`config.mk`:
```
export PLATFORM = sky130hd
export DESIGN_NAME = max7219
export DESIGN_NICKNAME = d
export VERILOG_FILES = /design/src/rtl/max7219_pkg.sv /design/src/rtl/max7219.sv
export SDC_FILE = /design/constraint.sdc
export NUM_CORES = 1
export LEC_CHECK = 0
export BUFFER_PORTS_ARGS = -buffer_cell sky130_fd_sc_hd__buf_2
export CAP_MARGIN = 20
export CORE_MARGIN = 2
export CORE_UTILIZATION = 54
export CTS_BUF_LIST = sky130_fd_sc_hd__clkbuf_8
export DETAILED_ROUTE_END_ITERATION = 7
export MAX_ROUTING_LAYER = met4
export PLACE_DENSITY_LB_ADDON = 0.3
export SLEW_MARGIN = 20
export SYNTH_ARGS = -nofsm -noshare
export SYNTH_HDL_FRONTEND = slang
export SYNTH_SLANG_ARGS = --single-unit
```
`constraint.sdc`:
```
create_clock -name clk -period 1.9 [get_ports clk]
set_clock_uncertainty 0.1 [all_clocks]
set_input_delay 0.095 -clock clk [delete_from_list [all_inputs] [get_ports clk]]
set_output_delay 0.095 -clock clk [all_outputs]
set_load 0.02 [all_outputs]
```
`src/rtl/max7219_pkg.sv`:
```
// Shared definitions for the MAX7219 serial transmit engine.
// Holds the FSM state encoding so the refresh controller and the bench can
// decode the engine state in waves, plus a small sizing helper.
package max7219_pkg;

   typedef enum logic [2:0] {
      IDLE,
      SETUP,
      HIGH,
      LOW,
      HOLD
   } state_t;

   // Largest of three timing values, used to size the shared down-counter.
   function automatic int max_of3(input int a, input int b, input int c);
      int m;
      m = a;
      if (b > m) m = b;
      if (c > m) m = c;
      return m;
   endfunction

endpackage

```
`src/rtl/max7219.sv`:
```
// MAX7219 serial transmit engine.
// Accepts a parallel word on a one-cycle start strobe and shifts it MSB first
// onto a 3-wire interface (cs low-active, sclk idle low, dout). Setup, hold
// and sclk period are programmable in clk cycles.
//
// Ports:
//   clk   in   system clock, rising edge
//   rst   in   synchronous active-high reset
//   start in   one-cycle request, sampled only when idle
//   data  in   word to send, captured on the accepted start cycle
//   cs    out  chip select, active low
//   sclk  out  serial clock
//   dout  out  serial data, MSB first
//   busy  out  high from acceptance until cs returns high
//
// state | meaning
// ------+-----------------------------------------------------------
// IDLE  | cs high, waiting for start
// SETUP | cs low, first bit on dout, waiting before first sclk rise
// HIGH  | sclk high, slave samples dout
// LOW   | sclk low, dout already advanced to the next bit
// HOLD  | last bit done, cs still low before release
module max7219
   import max7219_pkg::*;
#(
   parameter int CS_FALL_TO_FIRST_SCLK_RISE = 10,
   parameter int LAST_SCLK_FALL_TO_CS_RISE  = 10,
   parameter int CLK_PER_SCLK               = 10,
   parameter int DATABITS                   = 16
) (
   input  logic                clk,
   input  logic                rst,
   input  logic                start,
   input  logic [DATABITS-1:0] data,
   output logic                cs,
   output logic                sclk,
   output logic                dout,
   output logic                busy
);

   localparam int H_CYC = CLK_PER_SCLK / 2;
   localparam int L_CYC = CLK_PER_SCLK - H_CYC;
   localparam int CW    = $clog2(max_of3(CS_FALL_TO_FIRST_SCLK_RISE,
                                         LAST_SCLK_FALL_TO_CS_RISE,
                                         CLK_PER_SCLK));
   localparam int BW    = $clog2(DATABITS + 1);

   // The shared counter is loaded with (duration - 1) and the state moves on
   // when it reaches zero, so each state lasts exactly its duration.
   localparam logic [CW-1:0] LD_SETUP = CW'(CS_FALL_TO_FIRST_SCLK_RISE - 1);
   localparam logic [CW-1:0] LD_HOLD  = CW'(LAST_SCLK_FALL_TO_CS_RISE - 1);
   localparam logic [CW-1:0] LD_HIGH  = CW'(H_CYC - 1);
   localparam logic [CW-1:0] LD_LOW   = CW'(L_CYC - 1);

   state_t              state;
   logic [CW-1:0]       cnt;
   logic [BW-1:0]       bits_left;
   logic [DATABITS-1:0] sh;
   logic [DATABITS-1:0] sh_nxt;

   assign sh_nxt = sh << 1;

   always_ff @(posedge clk) begin
      if (rst) begin
         state     <= IDLE;
         cnt       <= '0;
         bits_left <= '0;
         sh        <= '0;
         cs        <= 1'b1;
         sclk      <= 1'b0;
         dout      <= 1'b0;
         busy      <= 1'b0;
      end else begin
         case (state)
            IDLE: begin
               if (start) begin
                  state     <= SETUP;
                  cnt       <= LD_SETUP;
                  bits_left <= BW'(DATABITS);
                  sh        <= data;
                  cs        <= 1'b0;
                  busy      <= 1'b1;
                  sclk      <= 1'b0;
                  dout      <= data[DATABITS-1];
               end
            end
            SETUP: begin
               if (cnt == '0) begin
                  state <= HIGH;
                  cnt   <= LD_HIGH;
                  sclk  <= 1'b1;
               end else begin
                  cnt <= cnt - CW'(1);
               end
            end
            HIGH: begin
               if (cnt == '0) begin
                  bits_left <= bits_left - BW'(1);
                  sclk      <= 1'b0;
                  if (bits_left == BW'(1)) begin
                     // dout keeps the last bit through the hold time
                     state <= HOLD;
                     cnt   <= LD_HOLD;
                  end else begin
                     state <= LOW;
                     cnt   <= LD_LOW;
                     sh    <= sh_nxt;
                     dout  <= sh_nxt[DATABITS-1];
                  end
               end else begin
                  cnt <= cnt - CW'(1);
               end
            end
            LOW: begin
               if (cnt == '0) begin
                  state <= HIGH;
                  cnt   <= LD_HIGH;
                  sclk  <= 1'b1;
               end else begin
                  cnt <= cnt - CW'(1);
               end
            end
            HOLD: begin
               if (cnt == '0) begin
                  state <= IDLE;
                  cs    <= 1'b1;
                  busy  <= 1'b0;
                  dout  <= 1'b0;
               end else begin
                  cnt <= cnt - CW'(1);
               end
            end
            default: state <= IDLE;
         endcase
      end
   end

endmodule

```
# Word level (Yosys, flattened, before mapping)
# Index checks and enable logic that the tools add are counted.
[word_totals]
register_bits = 31
in_bits = 19
out_inout_bits = 4
[op_classes]
n_addsub = 2
eq_ne = 11
muxes = 30
reduce_logical = 15
[op_table]
columns = ["cell", "n"]
rows = [
  ["two-way mux 15 bit", 3],
  ["one-hot mux 15 bit (2 select lines)", 1],
  ["two-way mux 4 bit", 5],
  ["one-hot mux 4 bit (4 select lines)", 1],
  ["two-way mux 3 bit", 5],
  ["one-hot mux 3 bit (4 select lines)", 1],
  ["AND reduction 4 bit", 3],
  ["two-way mux 5 bit", 2],
  ["!= test 2 bit, second input constant", 5],
  ["one-hot mux 5 bit (2 select lines)", 1],
  ["AND reduction 3 bit", 3],
  ["two-way mux 1 bit", 7],
  ["== test 3 x 2 -> 1 bit, second input constant", 2],
  ["one-hot mux 1 bit (3 select lines)", 2],
  ["nonzero test 3 bit", 2],
  ["== test 5 x 1 -> 1 bit, second input constant", 1],
  ["AND reduction 5 bit", 1],
  ["subtractor 5 x 1 -> 5 bit, second input constant", 1],
  ["zero test 4 bit", 1],
  ["one-hot mux 1 bit (2 select lines)", 2],
  ["nonzero test 2 bit", 2],
  ["nonzero test 4 bit", 1],
  ["subtractor 4 x 1 -> 4 bit, second input constant", 1],
  ["== test 3 x 1 -> 1 bit, second input constant", 1],
  ["other kinds (4)", 4],
]

# Longest topological paths before layout
# Gate-level depths: netlist of the first run.
[logic_depth]
depth_word = 4
depth_mapped = 8

# Worst setup path after synthesis of the first run
# No wires, ideal clock.
[synth_path]
path_kind = "reg2reg"
start = "register cnt[0]"
end = "register cnt[2]"
setup_ps = 120
t_arrival_ps = 1779
path_slack_ps = -98
path_stages_with_launch = 8
path_buffers = 1
synth_period_minus_slack_ps = 1998
path_cell_list = "dfxtp_1 -> inv_1 -> ha_1 -> or3b_2 -> clkbuf_1 -> nor3_1 -> nor4_1 -> o31a_1"
[synth_between]
elab_chain_cells = 3
word_cells_on_any_way = 8
[synth_rtl]
columns = ["element", "line_no", "text"]
rows = [
  ["from (decl)", "max7219.sv:56", "logic [CW-1:0] cnt;"],
  ["from (signal assigned)", "max7219.sv:93", "cnt <= cnt - CW'(1);"],
  ["from (signal assigned)", "max7219.sv:111", "cnt <= cnt - CW'(1);"],
  ["from (signal assigned)", "max7219.sv:120", "cnt <= cnt - CW'(1);"],
  ["subtractor 4 x 1 -> 4 bit / zero test 4 bit (equally long branches)", "--", ""],
  ["two-way mux 4 bit, or another cell as far along", "max7219.sv:124", "if (cnt == '0) begin"],
  ["one-hot mux 4 bit (4 select lines) / AND reduction 3 bit (equally long branches)", "--", ""],
]
# Parallel ways exist; a longest one is shown, timed or not. The select of a mux whose other input is x is not followed.
# A chain may end at the register's enable or synchronous reset.

# Worst setup path after layout of the first run
[layout_path]
start = "register bits_left[1]"
end = "register sh[12]"
[layout_between]
elab_chain_cells = 3
[layout_rtl]
columns = ["element", "line_no", "text"]
rows = [
  ["from (decl)", "max7219.sv:57", "logic [BW-1:0] bits_left;"],
  ["from (signal assigned)", "max7219.sv:79", "bits_left <= BW'(DATABITS);"],
  ["from (signal assigned)", "max7219.sv:98", "bits_left <= bits_left - BW'(1);"],
  ["== test 5 x 1 -> 1 bit", "max7219.sv:100", "if (bits_left == BW'(1)) begin"],
  ["!= test 2 bit (no line)", "--", ""],
  ["AND reduction 4 bit (no line)", "--", ""],
  ["to (signal assigned)", "max7219.sv:80", "sh <= data;"],
  ["to (signal assigned)", "max7219.sv:107", "sh <= sh_nxt;"],
  ["to (decl)", "max7219.sv:58", "logic [DATABITS-1:0] sh;"],
]
# Every way passes these cells.

==> results of run 1 <==
==> kinds of logic after synthesis <==
kind of cell               after synthesis
muxes                                    2
buffers and inverters                   29
AOI/OAI and AO/OA                       69
DFF                                     31
adders and majority gates                4
and+or+nand+nor                         76
xor gates and xnor gates                 3
==> synthesized netlist by cell type (all sizes together) (2+ instances only) <==
cell type,instances,area share (%)
ha,4,2.9
a211oi,3,1.6
nor2b,3,1.1
nor2,10,2.1
nor3,9,2.6
or3,5,1.8
a21oi,28,8.0
mux2i,2,1.1
dfxtp,31,35
clkbuf,17,3.6
nand3,17,4.9
o21ai,8,2.3
nand2,23,4.9
a311oi,13,9.4
inv,8,1.7
or3b,2,1.0
xnor2,2,1.0
a31oi,4,1.4
o211ai,2,0.86
buf,4,2.0
==> power groups by stage <==
| stage | logic [mW] | registers (mW) | clock network, mW |
|---|---|---|---|
| floorplan | 0.747 | 0.891 | 0 |
| global placement | 1.05 | 0.907 | 0 |
| detailed placement | 1.06 | 0.908 | 0 |
| CTS | 1.09 | 0.896 | 0.595 |
| global route | 1.37 | 0.933 | 0.622 |
| finish | 1.27 | 0.919 | 0.591 |
==> stage by stage <==
| stage | hold slack [ns] | std cells | area (um^2) |
|---|---|---|---|
| 4_1_cts | 0.00366 | 301 | 2230 |
| 3_5_place_dp | 0.244 | 281 | 2000 |
| 2_1_floorplan | 0.150 | 214 | 1760 |
| 3_3_place_gp | 0.256 | 281 | 2000 |
| 6_report | 0.00169 | 307 | 2380 |
| 5_1_grt | 0.00865 | 307 | 2380 |
==> final timing paths <==
path                                   start     end  slack [ns]  cells past startpoint
worst max register to register  bits_left[1]  sh[12]        0.02                      6
worst max-delay path            bits_left[1]  sh[12]        0.02                      6
worst min-delay path                 data[9]   sh[9]       0.002                      3
worst min register to register          dout    dout        0.36                      2
==> cells in the final DEF, fill, tap and decap left out, types with 2 or more instances in the layout <==
cell type,n
a31oi_1,4
dfxtp_1,28
and2_4,2
buf_4,24
clkbuf_8,7
dfxtp_2,3
xnor2_1,2
o21ai_0,8
a21oi_1,18
a211oi_1,2
nand2_1,23
dlygate4sd3_1,12
ha_1,3
nor2_1,10
inv_1,7
or3_1,5
a311oi_2,10
nand3_1,17
nor3_1,7
o211ai_1,2
a21oi_2,9
nor2b_1,3
buf_2,22
a311oi_1,3
mux2i_1,2
buf_6,2
==> sequential cells by signal (all words and copies together) (netlist names) <==
signal / flops
cnt: 4
sclk: 1
state: 3
bits_left: 5
busy: 1
cs: 1
sh: 15
dout: 1
==> final cells by class <==
class / instances / area, um^2
clock inverter: 1 / 7.51
tap: 44 / 55.1
fill: 211 / 694
inverter: 8 / 30.0
multi-input combinational: 155 / 1120
clock buffer: 7 / 96.3
timing repair buffer: 61 / 453
sequential: 31 / 624
==> critical path, stage by stage, from the launching register on <==
cell and delay (ns):
dfxtp_2 0.34, inv_2 0.08, ha_4 0.11, or4b_4 0.48, a21o_4 0.24, and2_4 0.19
a311oi_2 0.25
==> routing by layer <==
| metal | track usage, % | wire length, um |
|---|---|---|
| met1 | 36.4 | 2160 |
| met2 | 39.0 | 2430 |
| met3 | 7.46 | 413 |
| met4 | 10.9 | 80 |
| met5 | - | 0 |
==> timing repair <==
item,in CTS,in global routing
pin swaps,0,5
setup endpoints to repair,4,23
hold endpoints to repair,12,0
resized for setup,1,29
cloned,0,2
hold buffers,12,0
buffers inserted,0,4
==> results.json, run 1 <==
{
  "status": "finished, final reports clean",
  "yosys_warnings": 0,
  "die_h_um": 61.0,
  "synth_top_family_by_area": "compound AO/OA/AOI/OAI gates",
  "p_per_area_mw_per_mm2": 1170,
  "leakagePower_nw": 0.929,
  "start_util_pct": 56.9,
  "utilization_pct": 77.4,
  "place_congestion": 0.892,
  "swShare_pct": 38.0,
  "min_period_ns": 1.88,
  "io_buffers": 22,
  "synth_seq_cells": 31,
  "irDropWorstVdd_mv": 0.694,
  "grt.overflow.total": 0,
  "fmax_ghz": 0.533,
  "cts_sinks": 31,
  "drive_gt1_share_pct": 36.5,
  "num_vias": 1852,
  "crit_fanout": 8,
  "worst_slack_ns": 0.0221,
  "crit_path_start_kind": "register",
  "synth_area_per_cell_um2": 8.19,
  "grt_max_degree": 32,
  "max_cap_violations": 0,
  "wl_um": 5090,
  "num_rows": 20,
  "finalPower_mw": 2.78,
  "p_seq_share_pct": 33.1,
  "p_sw_mw": 1.06,
  "cts_buffer_depth": 2,
  "required_ns": 2.00,
  "critPathArrivalTime_ns": 1.98,
  "antenna_cells": 0,
  "syn_inst": 214,
  "htreeDepth": 2,
  "comb_power_share_pct": 45.7,
  "synth_nets": 237,
  "core_mm2": 0.00308,
  "numCtsBuffers": 5,
  "viasPerCell": 6.03,
  "finalSetupViolCount": 0,
  "synth_ff_type": "dfxtp_1",
  "die_area_mm2": 0.00372,
  "nets": 285,
  "first_pass_iters": 6,
  "slew_violations": 0,
  "period_share_pct": 98.8,
  "hold_violations": 0,
  "cts_root_buf": "clkbuf_8",
  "synth_area_mm2": 0.00175,
  "synth_xor_area_share_pct": 1.50,
  "hp-class": "in2reg",
  "synth_edf_count": 0,
  "worstSkewPairLatency_ns": 0.29,
  "critPathKind": "reg2reg",
  "synth_adder_area_share_pct": 2.86,
  "ys_types": 45,
  "antenna_found_initial": 0,
  "crit_path_end_kind": "register",
  "track_usage_pct": 27.3,
  "pre_cts_slack_ns": 0.00786,
  "slew_headroom_pct": 62.2,
  "synth-simple-area-share_pct": 22.3,
  "clkPwrFrac_pct": 21.3,
  "synth-async-reset-ratio_pct": 0,
  "grt_pass1_vias": 1537,
  "ios": 23,
  "dpl.hpwl_um": 2860,
  "drt_iter0_markers": 109,
  "area_growth_pct": 36.1,
  "synthMuxAreaShare_pct": 1.14,
  "grt_pass1_wl_um": 7190,
  "drc_errors": 0,
  "die_w_um": 61.0,
  "synth_compound_area_share_pct": 29.4,
  "p_int_mw": 1.72,
  "fin_setup_tns_ns": 0,
  "final_antenna_net_count": 0,
  "clk_pin_slew_ns": 0.07,
  "tritoncts": "built",
  "wl_per_cell_um": 16.6,
  "worst_pin_slew_ns": 0.565,
  "yosysSeqAreaShare_pct": 35.4,
  "rsz0062_at_grt": "yes"
}
No activity file was read; power rests on OpenSTA's default activity.
==> inputs of run 2 (changes only) <==
--- a/config.mk
+++ b/config.mk
@@ -5,12 +5,13 @@
 export SDC_FILE = /design/constraint.sdc
 export NUM_CORES = 1
 export LEC_CHECK = 0
-export BUFFER_PORTS_ARGS = -buffer_cell sky130_fd_sc_hd__buf_2
 export CAP_MARGIN = 20
 export CORE_MARGIN = 2
-export CORE_UTILIZATION = 54
+export CORE_UTILIZATION = 59
 export CTS_BUF_LIST = sky130_fd_sc_hd__clkbuf_8
+export CTS_CLUSTER_SIZE = 40
 export DETAILED_ROUTE_END_ITERATION = 7
+export DONT_BUFFER_PORTS = 1
 export MAX_ROUTING_LAYER = met4
 export PLACE_DENSITY_LB_ADDON = 0.3
 export SLEW_MARGIN = 20
==> results.json, run 2 (synthesized netlist as in run 1, its figures left out) <==
{
  "grtUsageMet3_pct": 8.13,
  "final_antenna_net_count": 0,
  "finalSetupViolCount": 1,
  "violations": "setup timing",
  "core_mm2": 0.00278,
  "regMostFlops": "sh",
  "cts_root_buf": "clkbuf_8",
  "ios": 23,
  "area_growth_pct": 31.7,
  "wl_um": 5420,
  "required_ns": 1.99,
  "layout_commonest_cell": "dfxtp_1",
  "endpoint": "sh[2]",
  "p_sw_mw": 1.09,
  "tritoncts": "built",
  "die_w_um": 58.5,
  "die_h_um": 58.5,
  "swShare_pct": 39.3,
  "fillers": 155,
  "grt_pass1_vias": 1727,
  "p_int_mw": 1.69,
  "slew_violations": 0,
  "top_regs": "sh: 15 flops, bits_left: 5 flops, cnt: 4 flops",
  "dpl.hpwl_um": 2880,
  "cts_buffer_depth": 2,
  "hold_violations": 0,
  "multiInputGateArea_mm2": 0.00115,
  "crit_fanout": 8,
  "clk_pin_slew_ns": 0.07,
  "leakagePower_nw": 0.842,
  "track_usage_pct": 35.3,
  "num_rows": 19,
  "largest_reg_flops": 15,
  "io_buffers": 0,
  "cp-startpoint": "bits_left[1]",
  "max_cap_violations": 0,
  "place_congestion": 0.925,
  "hp-class": "in2reg",
  "r2r_setup_slack_ns": -0.002,
  "clkPwrFrac_pct": 21.7,
  "grt_pass1_wl_um": 8650,
  "crit_path_start_kind": "register",
  "htreeDepth": 2,
  "antenna_cells": 0,
  "p_seq_share_pct": 33.7,
  "dpl_cell_area_mm2": 0.00185,
  "grt_max_degree": 28,
  "grt_use_met1_pct": 43.2,
  "fmax_ghz": 0.526,
  "num_vias": 1810,
  "rsz0062_at_grt": "yes",
  "grtUsageMet2_pct": 54.6,
  "worstSkewPairLatency_ns": 0.29,
  "die_area_mm2": 0.00342,
  "worst_pin_slew_ns": 0.374,
  "worst_slack_ns": -0.00210,
  "dp_cells": 243,
  "status": "finished with violations",
  "antenna_found_initial": 0,
  "rr_startpoint": "bits_left[1]",
  "first_pass_iters": 5,
  "slew_headroom_pct": 75.1,
  "cts_sinks": 31,
  "wl_per_cell_um": 19.9,
  "numCtsBuffers": 5,
  "busiest_layer": "met2",
  "nets": 263,
  "critPathArrivalTime_ns": 2.00,
  "irDropWorstVdd_mv": 1.00,
  "start_util_pct": 63.0,
  "most-common-layout-cells": "dfxtp_1, nand2_1, buf_4",
  "p_per_area_mw_per_mm2": 1200,
  "fin_area_mm2": 0.00231,
  "regArea_um2": 623,
  "drive_gt1_share_pct": 31.1,
  "crit_path_end_kind": "register",
  "grt.overflow.total": 0,
  "critPathKind": "reg2reg",
  "drt_iter0_markers": 109,
  "min_period_ns": 1.90,
  "r2r_cells": 6,
  "period_share_pct": 100,
  "r2r_end": "sh[2]",
  "comb_power_share_pct": 44.6,
  "viasPerCell": 6.65,
  "instances_no_fill": 272,
  "drc_errors": 0
}
[run 2: cell count changes in the layout (fill, tap and decap cells not counted), sizes merged]
cell | before | now
dlygate4sd3 | 12 | 17
buf | 49 | 22
[run 2: final cells by class]
class	instances	area share, %
clock buffer	7	4.18
sequential	31	27.0
timing repair buffer	39	15.6
tap	31	1.68
multi-input combinational	155	49.9
inverter	8	1.30
clock inverter	1	0.325
[run 2: power groups by stage]
stage	logic, mW	registers (mW)	clock network, mW
CTS	1.11	0.912	0.592
detailed placement	0.999	0.918	0
finish	1.24	0.937	0.602
global route	1.34	0.952	0.628
global placement	0.960	0.912	0
floorplan	0.747	0.891	0
[run 2: critical path: stages, from the launching register on]
cell and delay [ns]:
dfxtp_2 0.33, inv_2 0.07, ha_4 0.11, or4b_4 0.50, a21o_4 0.27, and2_4 0.20
a311oi_2 0.23
[run 2: metrics by stage]
step	worst slack (ns)	setup TNS (ns)	util, %	hold WS [ns]	power (mW)
floorplan	-0.0647	-0.622	-	0.150	1.64
global placement	0.0326	0	66.6	0.0630	1.87
detailed placement	-0.0640	-0.360	66.6	0.0665	1.92
CTS	-0.0142	-0.0163	79.9	0.0215	2.61
global route	-0.0383	-0.378	83.0	0.0526	2.92
finish	-0.00210	-0.00210	83.0	0.0188	2.78
[run 2: timing repair]
item	CTS	global route
hold buffers	18	0
endpoints found under the setup margin	16	19
gates cloned	1	0
gates resized for setup	13	19
pin swaps	2	3
endpoints found under the hold margin	26	0
buffers inserted	2	0
[run 2: worst min-delay path by stage]
stage / startpoint / end / slack (ns) / depth (start not counted)
2_1_floorplan: data[0] / sh[0] / 0.15 / 2
4_1_cts: start / cs / 0.02 / 3
5_1_grt: start / cs / 0.05 / 3
3_5_place_dp: rst / sh[1] / 0.07 / 1
3_3_place_gp: rst / sh[1] / 0.06 / 1
6_report: start / cs / 0.02 / 3
[run 2: routing by layer]
| layer | vias to the layer above | wire [um] |
|---|---|---|
| met5 | - | 0 |
| met4 | 0 | 181 |
| met3 | 21 | 379 |
| met2 | 97 | 2720 |
| met1 | 854 | 2130 |
| li1 | 838 | - |
